`config.mk`:
```
export PLATFORM = sky130hd
export DESIGN_NAME = bcd_cmpl_seq
export DESIGN_NICKNAME = d
export VERILOG_FILES = /design/src/rtl/bcd_pkg.sv /design/src/rtl/bcd_digit_cmpl.sv /design/src/rtl/bcd_cmpl_seq.sv
export SDC_FILE = /design/constraint.sdc
export NUM_CORES = 1
export LEC_CHECK = 0
export ABC_AREA = 1
export BUFFER_PORTS_ARGS = -buffer_cell sky130_fd_sc_hd__buf_2
export CORE_ASPECT_RATIO = 0.75
export CORE_MARGIN = 2
export CORE_UTILIZATION = 58
export DETAILED_ROUTE_END_ITERATION = 10
export GPL_ROUTABILITY_DRIVEN = 0
export PLACE_DENSITY = 0.84
export SLEW_MARGIN = 20
export SYNTH_ARGS = -nofsm -noshare
export SYNTH_HDL_FRONTEND = slang
export SYNTH_SLANG_ARGS = --single-unit
```
`constraint.sdc`:
```
create_clock -name clk -period 6.3 [get_ports clk]
set_input_delay 1.89 -clock clk [delete_from_list [all_inputs] [get_ports clk]]
set_output_delay 1.89 -clock clk [all_outputs]
set_load 0.03 [all_outputs]
```
`src/rtl/bcd_pkg.sv`:
```
// Shared definitions for the serial BCD complementer: digit constants and FSM encoding.
package bcd_pkg;

    localparam int unsigned BCD_W    = 4;
    localparam logic [3:0]  BCD_NINE = 4'd9;
    localparam logic [4:0]  BCD_TEN  = 5'd10;

    typedef enum logic [1:0] {
        S_IDLE = 2'd0,
        S_BUSY = 2'd1,
        S_DONE = 2'd2
    } state_t;

endpackage

```
`src/rtl/bcd_digit_cmpl.sv`:
```
// Combinational single-digit BCD complement: q = (9 - d) + cin, folded to 0 with carry at ten.
module bcd_digit_cmpl
    import bcd_pkg::*;
(
    input  logic [BCD_W-1:0] d,
    input  logic             cin,
    output logic [BCD_W-1:0] q,
    output logic             cout,
    output logic             bad
);

    logic [BCD_W-1:0] w_d_eff;
    logic [4:0]       w_sum;

    always_comb begin
        bad     = (d > BCD_NINE);
        // Out-of-range digits behave as 9 so the 9's result digit is 0.
        w_d_eff = bad ? BCD_NINE : d;
        w_sum   = {1'b0, BCD_NINE - w_d_eff} + {4'b0000, cin};
        if (w_sum == BCD_TEN) begin
            q    = '0;
            cout = 1'b1;
        end else begin
            q    = w_sum[BCD_W-1:0];
            cout = 1'b0;
        end
    end

endmodule

```
`src/rtl/bcd_cmpl_seq.sv`:
```
// Serial NDIG-digit BCD 9's/10's complementer, one digit per clock, LSD first.
// Define BCD_CMPL_ERR_EN to add err_o, a per-transaction sticky invalid-digit flag.
module bcd_cmpl_seq
    import bcd_pkg::*;
#(
    parameter int unsigned NDIG = 4,
    parameter int unsigned CNTW = 3
) (
    input  logic                  clk,
    input  logic                  reset,
    input  logic                  in_valid,
    output logic                  in_ready,
    input  logic [BCD_W*NDIG-1:0] code_i,
    input  logic                  mode_i,
    output logic                  out_valid,
    input  logic                  out_ready,
    output logic [BCD_W*NDIG-1:0] out_o,
`ifdef BCD_CMPL_ERR_EN
    output logic                  err_o,
`endif
    output logic                  cout_o
);

    state_t                r_state;
    state_t                w_state_d;
    logic [CNTW-1:0]       r_idx;
    logic [BCD_W*NDIG-1:0] r_code;
    logic [BCD_W*NDIG-1:0] r_out;
    logic                  r_carry;
    logic                  r_cout;
    logic [BCD_W-1:0]      w_digit;
    logic [BCD_W-1:0]      w_q;
    logic                  w_cout;
    logic                  w_bad;
    logic                  w_last;
    logic                  w_accept;

    assign w_digit  = r_code[r_idx*BCD_W +: BCD_W];
    assign w_last   = (r_idx == CNTW'(NDIG - 1));
    assign w_accept = in_valid && (r_state == S_IDLE);

    bcd_digit_cmpl u_digit (
        .d    (w_digit),
        .cin  (r_carry),
        .q    (w_q),
        .cout (w_cout),
        .bad  (w_bad)
    );

    always_ff @(posedge clk) begin
        if (reset) begin
            r_state <= S_IDLE;
        end else begin
            r_state <= w_state_d;
        end
    end

    always_comb begin
        w_state_d = r_state;
        in_ready  = 1'b0;
        out_valid = 1'b0;
        unique case (r_state)
            S_IDLE: begin
                in_ready = 1'b1;
                if (in_valid) w_state_d = S_BUSY;
            end
            S_BUSY: begin
                if (w_last) w_state_d = S_DONE;
            end
            S_DONE: begin
                out_valid = 1'b1;
                if (out_ready) w_state_d = S_IDLE;
            end
            default: w_state_d = S_IDLE;
        endcase
    end

    always_ff @(posedge clk) begin
        if (reset) begin
            r_idx   <= '0;
            r_code  <= '0;
            r_out   <= '0;
            r_carry <= 1'b0;
            r_cout  <= 1'b0;
        end else if (w_accept) begin
            r_idx   <= '0;
            r_code  <= code_i;
            r_out   <= '0;
            r_carry <= mode_i;
            r_cout  <= 1'b0;
        end else if (r_state == S_BUSY) begin
            r_out[r_idx*BCD_W +: BCD_W] <= w_q;
            r_carry                     <= w_cout;
            // Hold idx on the last digit instead of relying on counter overflow.
            if (w_last) begin
                r_cout <= w_cout;
            end else begin
                r_idx  <= r_idx + 1'b1;
            end
        end
    end

`ifdef BCD_CMPL_ERR_EN
    logic r_err;

    always_ff @(posedge clk) begin
        if (reset || w_accept) begin
            r_err <= 1'b0;
        end else if (r_state == S_BUSY) begin
            r_err <= r_err | w_bad;
        end
    end

    assign err_o = r_err;
`endif

    assign out_o  = r_out;
    assign cout_o = r_cout;

endmodule
```
## Word level (Yosys, flattened, before mapping)

Cells that the tools add are included.
W data, S select, Z words.

- Shift operators: 3
- Mux-type cells: 12
- Bitwise operators: 1
- Eq/ne operators: 7
- Reductions and logical operators: 7
- $lt $le $gt $ge: 1
- Add/subtract/negate cells: 4

Operator list:

| cell | number |
|---|---|
| $neg A5 Y34 | 1 |
| $shift A4 B34 Y16 const A | 1 |
| $shiftx A4 B34 Y16 | 1 |
| $bwmux W16 | 1 |
| $shiftx A16 B6 Y4 | 1 |
| $mux W4 | 2 |
| $mux W2 | 3 |
| $ne A2 B2 Y1 const B | 3 |
| $pmux W2 S3 | 1 |
| $add A4 B1 Y5 | 1 |
| $eq A5 B4 Y1 const B | 1 |
| $mux W1 | 5 |
| $gt A4 B4 Y1 const B | 1 |
| $reduce_and A2 Y1 | 2 |
| $sub A4 B4 Y4 const A | 1 |
| $add A3 B1 Y3 const B | 1 |
| $eq A3 B2 Y1 const B | 1 |
| $reduce_and A3 Y1 | 1 |
| $eq A2 B1 Y1 const B | 1 |
| $eq A2 B2 Y1 const B | 1 |
| $logic_not A2 Y1 | 1 |
| $reduce_bool A2 Y1 | 1 |
| $reduce_or A2 Y1 | 1 |
| $logic_and A1 B1 Y1 | 1 |
| $not A1 Y1 | 1 |

- Register bits: 39
- Input bits: 21

## Logic depth before layout (Yosys ltp)

- Depth in word-level cells: 9
- Mapped depth: 17
- Gate-level depth less buffers: 16

## Cells and area by module

A second synthesis with hierarchy kept.

- Cell total of the unflattened synthesis: 295
- Area total of the unflattened synthesis: 1960.6 sq um

Modules (own cells, without submodules):

| module | area each (sq um) | times used | cells each |
|---|---|---|---|
| bcd_cmpl_seq | 1755.4 | 1 | 257 |
| bcd_digit_cmpl | 205.2 | 1 | 38 |

## Worst setup path before layout

Ideal clock, no wire load.

- Path type: flip-flop to output port
- From: reg r_state[1]
- To: out out_valid
- Arrival: 848 ps
- Stages on the path, launching flop included: 3
- Slack: 3562 ps
- Path buffers: 0
- Cell sequence: dfxtp_1 inv_1 nor2_1

- Longest elaborated chain between the ends: 2

RTL lines:

| item | RTL line | text |
|---|---|---|
| start: declaration | bcd_cmpl_seq.sv:24 | `state_t r_state;` |
| start signal: assignment | bcd_cmpl_seq.sv:54 | `r_state <= w_state_d;` |
| $eq A2 B2 Y1 | bcd_cmpl_seq.sv:62 | `unique case (r_state)` |
| $mux W1 | bcd_cmpl_seq.sv:62 |  |
| end: declaration | bcd_cmpl_seq.sv:15 | `output logic out_valid,` |

Every way passes these cells.

## Worst setup path after layout

- From: reg r_idx[0]
- To: reg r_out[9], in the netlist out_o[9]

- Longest elaborated chain between the ends: 9

RTL lines:

| item | RTL line | text |
|---|---|---|
| start: declaration | bcd_cmpl_seq.sv:26 | `logic [CNTW-1:0] r_idx;` |
| start signal: assignment | bcd_cmpl_seq.sv:98 | `r_idx <= r_idx + 1'b1;` |
| $shiftx A16 B6 Y4 | bcd_cmpl_seq.sv:38 | `assign w_digit = r_code[r_idx*BCD_W +: BCD_W];` |
| $gt A4 B4 Y1 | bcd_digit_cmpl.sv:16 | `bad = (d > BCD_NINE);` |
| $mux W4 | bcd_digit_cmpl.sv:18 | `w_d_eff = bad ? BCD_NINE : d;` |
| $sub A4 B4 Y4 | bcd_digit_cmpl.sv:19 | `w_sum = {1'b0, BCD_NINE - w_d_eff} + {4'b0000, cin};` |
| $add A4 B1 Y5 | bcd_digit_cmpl.sv:19 |  |
| $eq A5 B4 Y1 | bcd_digit_cmpl.sv:20 | `if (w_sum == BCD_TEN) begin` |
| $mux W4 | bcd_digit_cmpl.sv:20 |  |
| $shiftx A4 B34 Y16 | bcd_cmpl_seq.sv:92 | `r_out[r_idx*BCD_W +: BCD_W] <= w_q;` |
| $bwmux W16 * | bcd_cmpl_seq.sv:92 |  |
| end signal: indexed assignment | bcd_cmpl_seq.sv:92 |  |
| end: declaration | bcd_cmpl_seq.sv:28 | `logic [BCD_W*NDIG-1:0] r_out;` |

Mark *: on every way between the ends. The rest lies on a longest branch, timed or not.
A chain may end at the register's enable or synchronous reset.

==> results.md <==
* FF+latch count, synth at 39
* Vias per std cell at 5.485
* Worst path bufs/invs at 1
* Total Wirelength at 4433 um
* Post-CTS setup buffer count at 0
* Total clock sinks at 39
* Latest clock arrival within the worst-skew pair at 290 ps
* Critical Path RT at 6470 ps
* Post-DP HPWL at 3167 um
* Synth Warn # at 0
* Post-Route Skew at 7.635 ps
* Post-Syn Nets at roughly 280
* CTS tree: built
* Chip width at 70.75 um
* Pwr Density at 275.1 nW/um^2
* Int Pwr at 452.3 uW
* DR WL/cell at 13.60 um
* # DRC at 0
* Final period util at 46.98%
* Outcome: finished, final reports clean
* Fin util at 69.91%
* First drt pass iteration count at 4
* DR vias at 1788
* Cell family with most CP delay: flip-flops
* Max Slew Vio Count at 0
* Setup TNS Final at 0 ps
* Largest net degree at the start of global routing at 21
* Global-route wire length before repair at 7065 um
* Crit path cell chain: nor2_1 -> nor3_1 -> o21ai_0 -> a31oi_1 -> a21oi_1 -> ha_1 -> ha_1 -> nand2_1 -> nor2_1 -> nand2_2 -> inv_2 -> nand2_4 -> nand3_1 -> a21oi_1
* Layout cells sized above 1 at 25.52%
* Number of global-route vias before repair at 1561
* Initial core utilization at about three fifths
* Max-cap viol count at 0
* Finish-stage setup viols at 0
* Startpoint Class: flop
* Cell count after synthesis at 247
* VDD IR-drop max at around 0.17 mV
* Worst slew margin at 45.33%
* Clock power frac at 39.4%
* Switching share of power at between 20% and 30%
* Total grt overflow at 0
* CTS Buf Count at 5
* Initial antenna violation count at 0
* Worst-path cell with the longest stage delay: dfxtp_1
* Register area share after synthesis at 40.28%
* Post-route minimum period at 2960 ps
* Slowest cell delay on critical path at ~860 ps
* Remaining antenna violation count at 0
* Synthesized area at 1938 um^2
* Synth Area per Inst at 7.847 um^2
* Critical path capture point type: flop
* Netlist cell types at 31
* Flop pwr share at roughly 43%
* Die height at ~54 um
* ANT cells at 0
* CP max FO at 19
* Post-synth EDFFs at 0
* I/O Buffers at 39
* GRT Util Overall at 24.24%
* Filler Cells Inserted at around 270
* Pwr Total at 623.7 uW
* Area of the multi-input gates at 1028 um^2
* P_sw at about 170 uW
* Final Hold Vio Count at 0
* Post-synth ARST share at 0%
* CTS Hold Bufs at 0
* Reg clk slew, reported paths at about 70 ps
* Die area at 3825 um^2
* Storage cell area at 780.7 um^2
* Class of the tightest hold or removal check: flop to flop
* Row count at 18
* Max Clock Freq at between 300 and 400 MHz
* CP arrival at 3130 ps
* Worst Tran Pin Value at between 800 and 900 ps
* PostCTS Resize Cnt at 0
* Prevailing post-synth register cell: dfxtp_1
* Core area at 3243 um^2
* Maximum clock path buffer count at 2
* Total number of H-tree levels at 2
* Clk root buf: clkbuf_8
* RSZ-0062 raised after global routing: no
* I/O pin cnt at 40
* CP Class: flop to flop
* LEAKAGE at 1.005 nW
* Final #Nets at 317
* Area growth, synth to finish at 16.98%
* DR iter-0 viols at roughly 140
* Comb pwr share at approximately 18%
[registers in the layout (all words and copies together) (netlist names)]
name and flops:
out_o 16, r_code 16, cout_o 1, r_state 2, r_idx 3, r_carry 1
[tightest hold or removal path, cell delays in order (launching register included)]
cell     delay, ps
dfxtp_1        310
nand2_1         50
a21oi_1         50
[through the flow]
step	hold slack (ps)	std cells	setup slack (ps)	area, um^2
after floorplan	442.2	247	3562	1938
after global placement	450.3	318	3275	2135
after detailed placement	454.6	318	3196	2135
after CTS	464.9	326	3336	2267
after global routing	486.5	326	3159	2267
final	463.1	326	3340	2267
[routing by layer]
layer	vias to the layer above	track usage (%)	wire length (um)
met2	75	37.38	1952
met4	0	8.805	32
li1	894	-	-
met3	6	5.243	352
met5	-	0	0
met1	813	33.83	2096
[Yosys cell counts (2+ instances only)]
library cell / number / area (um^2)
nand3_2: 2 / 20.02
nor2_4: 2 / 22.52
nand3_4: 3 / 52.55
buf_6: 2 / 22.52
o21ai_0: 7 / 35.03
buf_2: 3 / 15.01
nand2_4: 3 / 33.78
ha_1: 11 / 137.6
inv_1: 13 / 48.80
nand3_1: 8 / 40.04
nand2_2: 6 / 37.54
a21oi_1: 39 / 195.2
clkbuf_1: 3 / 11.26
a31oi_1: 2 / 12.51
nand4_1: 4 / 25.02
dfxtp_1: 39 / 780.8
o21ai_1: 4 / 20.02
inv_2: 6 / 22.52
nor2_1: 13 / 48.80
nand2_1: 66 / 247.7
[power groups by stage]
stage	combinational [mW]	clock (mW)	sequential, mW
floorplan	0.0826	0	0.271
global placement	0.105	0	0.271
detailed placement	0.109	0	0.271
CTS	0.110	0.244	0.266
global route	0.124	0.252	0.267
finish	0.112	0.246	0.266
[placed cells by master, fill, tap and decap left out, types with 7 or more instances in the layout]
| cell | instances |
|---|---|
| nor2_1 | 13 |
| nand3_1 | 8 |
| o21ai_0 | 7 |
| buf_2 | 39 |
| ha_1 | 11 |
| inv_1 | 13 |
| dfxtp_1 | 39 |
| a21oi_1 | 39 |
| nand2_1 | 66 |
[layout make-up]
cell class | instances | area share (%)
sequential | 39 | 34.44
tap | 40 | 2.208
inverter | 20 | 3.532
multi-input combinational | 180 | 45.36
timing repair buffer | 39 | 8.609
clock buffer | 6 | 3.201
clock inverter | 2 | 2.649
[cells by family after synthesis]
family / share of synthesized area [%]
xor+xnor: 0.4520
fa+ha+maj: 7.101
buf+inv: 6.649
flops: 40.28
simple gates: 30.34
compound gates: 15.17
[final timing paths]
path | from | slack, ps | end | depth (start not counted)
max reg2reg | r_idx[0]$_SDFFE_PP0P_ | 3340 | out_o[9]$_SDFFE_PP0P_ | 14
min reg2reg | out_o[7]$_SDFFE_PP0P_ | 460 | out_o[7]$_SDFFE_PP0P_ | 2
min | out_o[7]$_SDFFE_PP0P_ | 460 | out_o[7]$_SDFFE_PP0P_ | 2
max | r_idx[0]$_SDFFE_PP0P_ | 3340 | out_o[9]$_SDFFE_PP0P_ | 14
No activity file was read; power rests on OpenSTA's default activity.
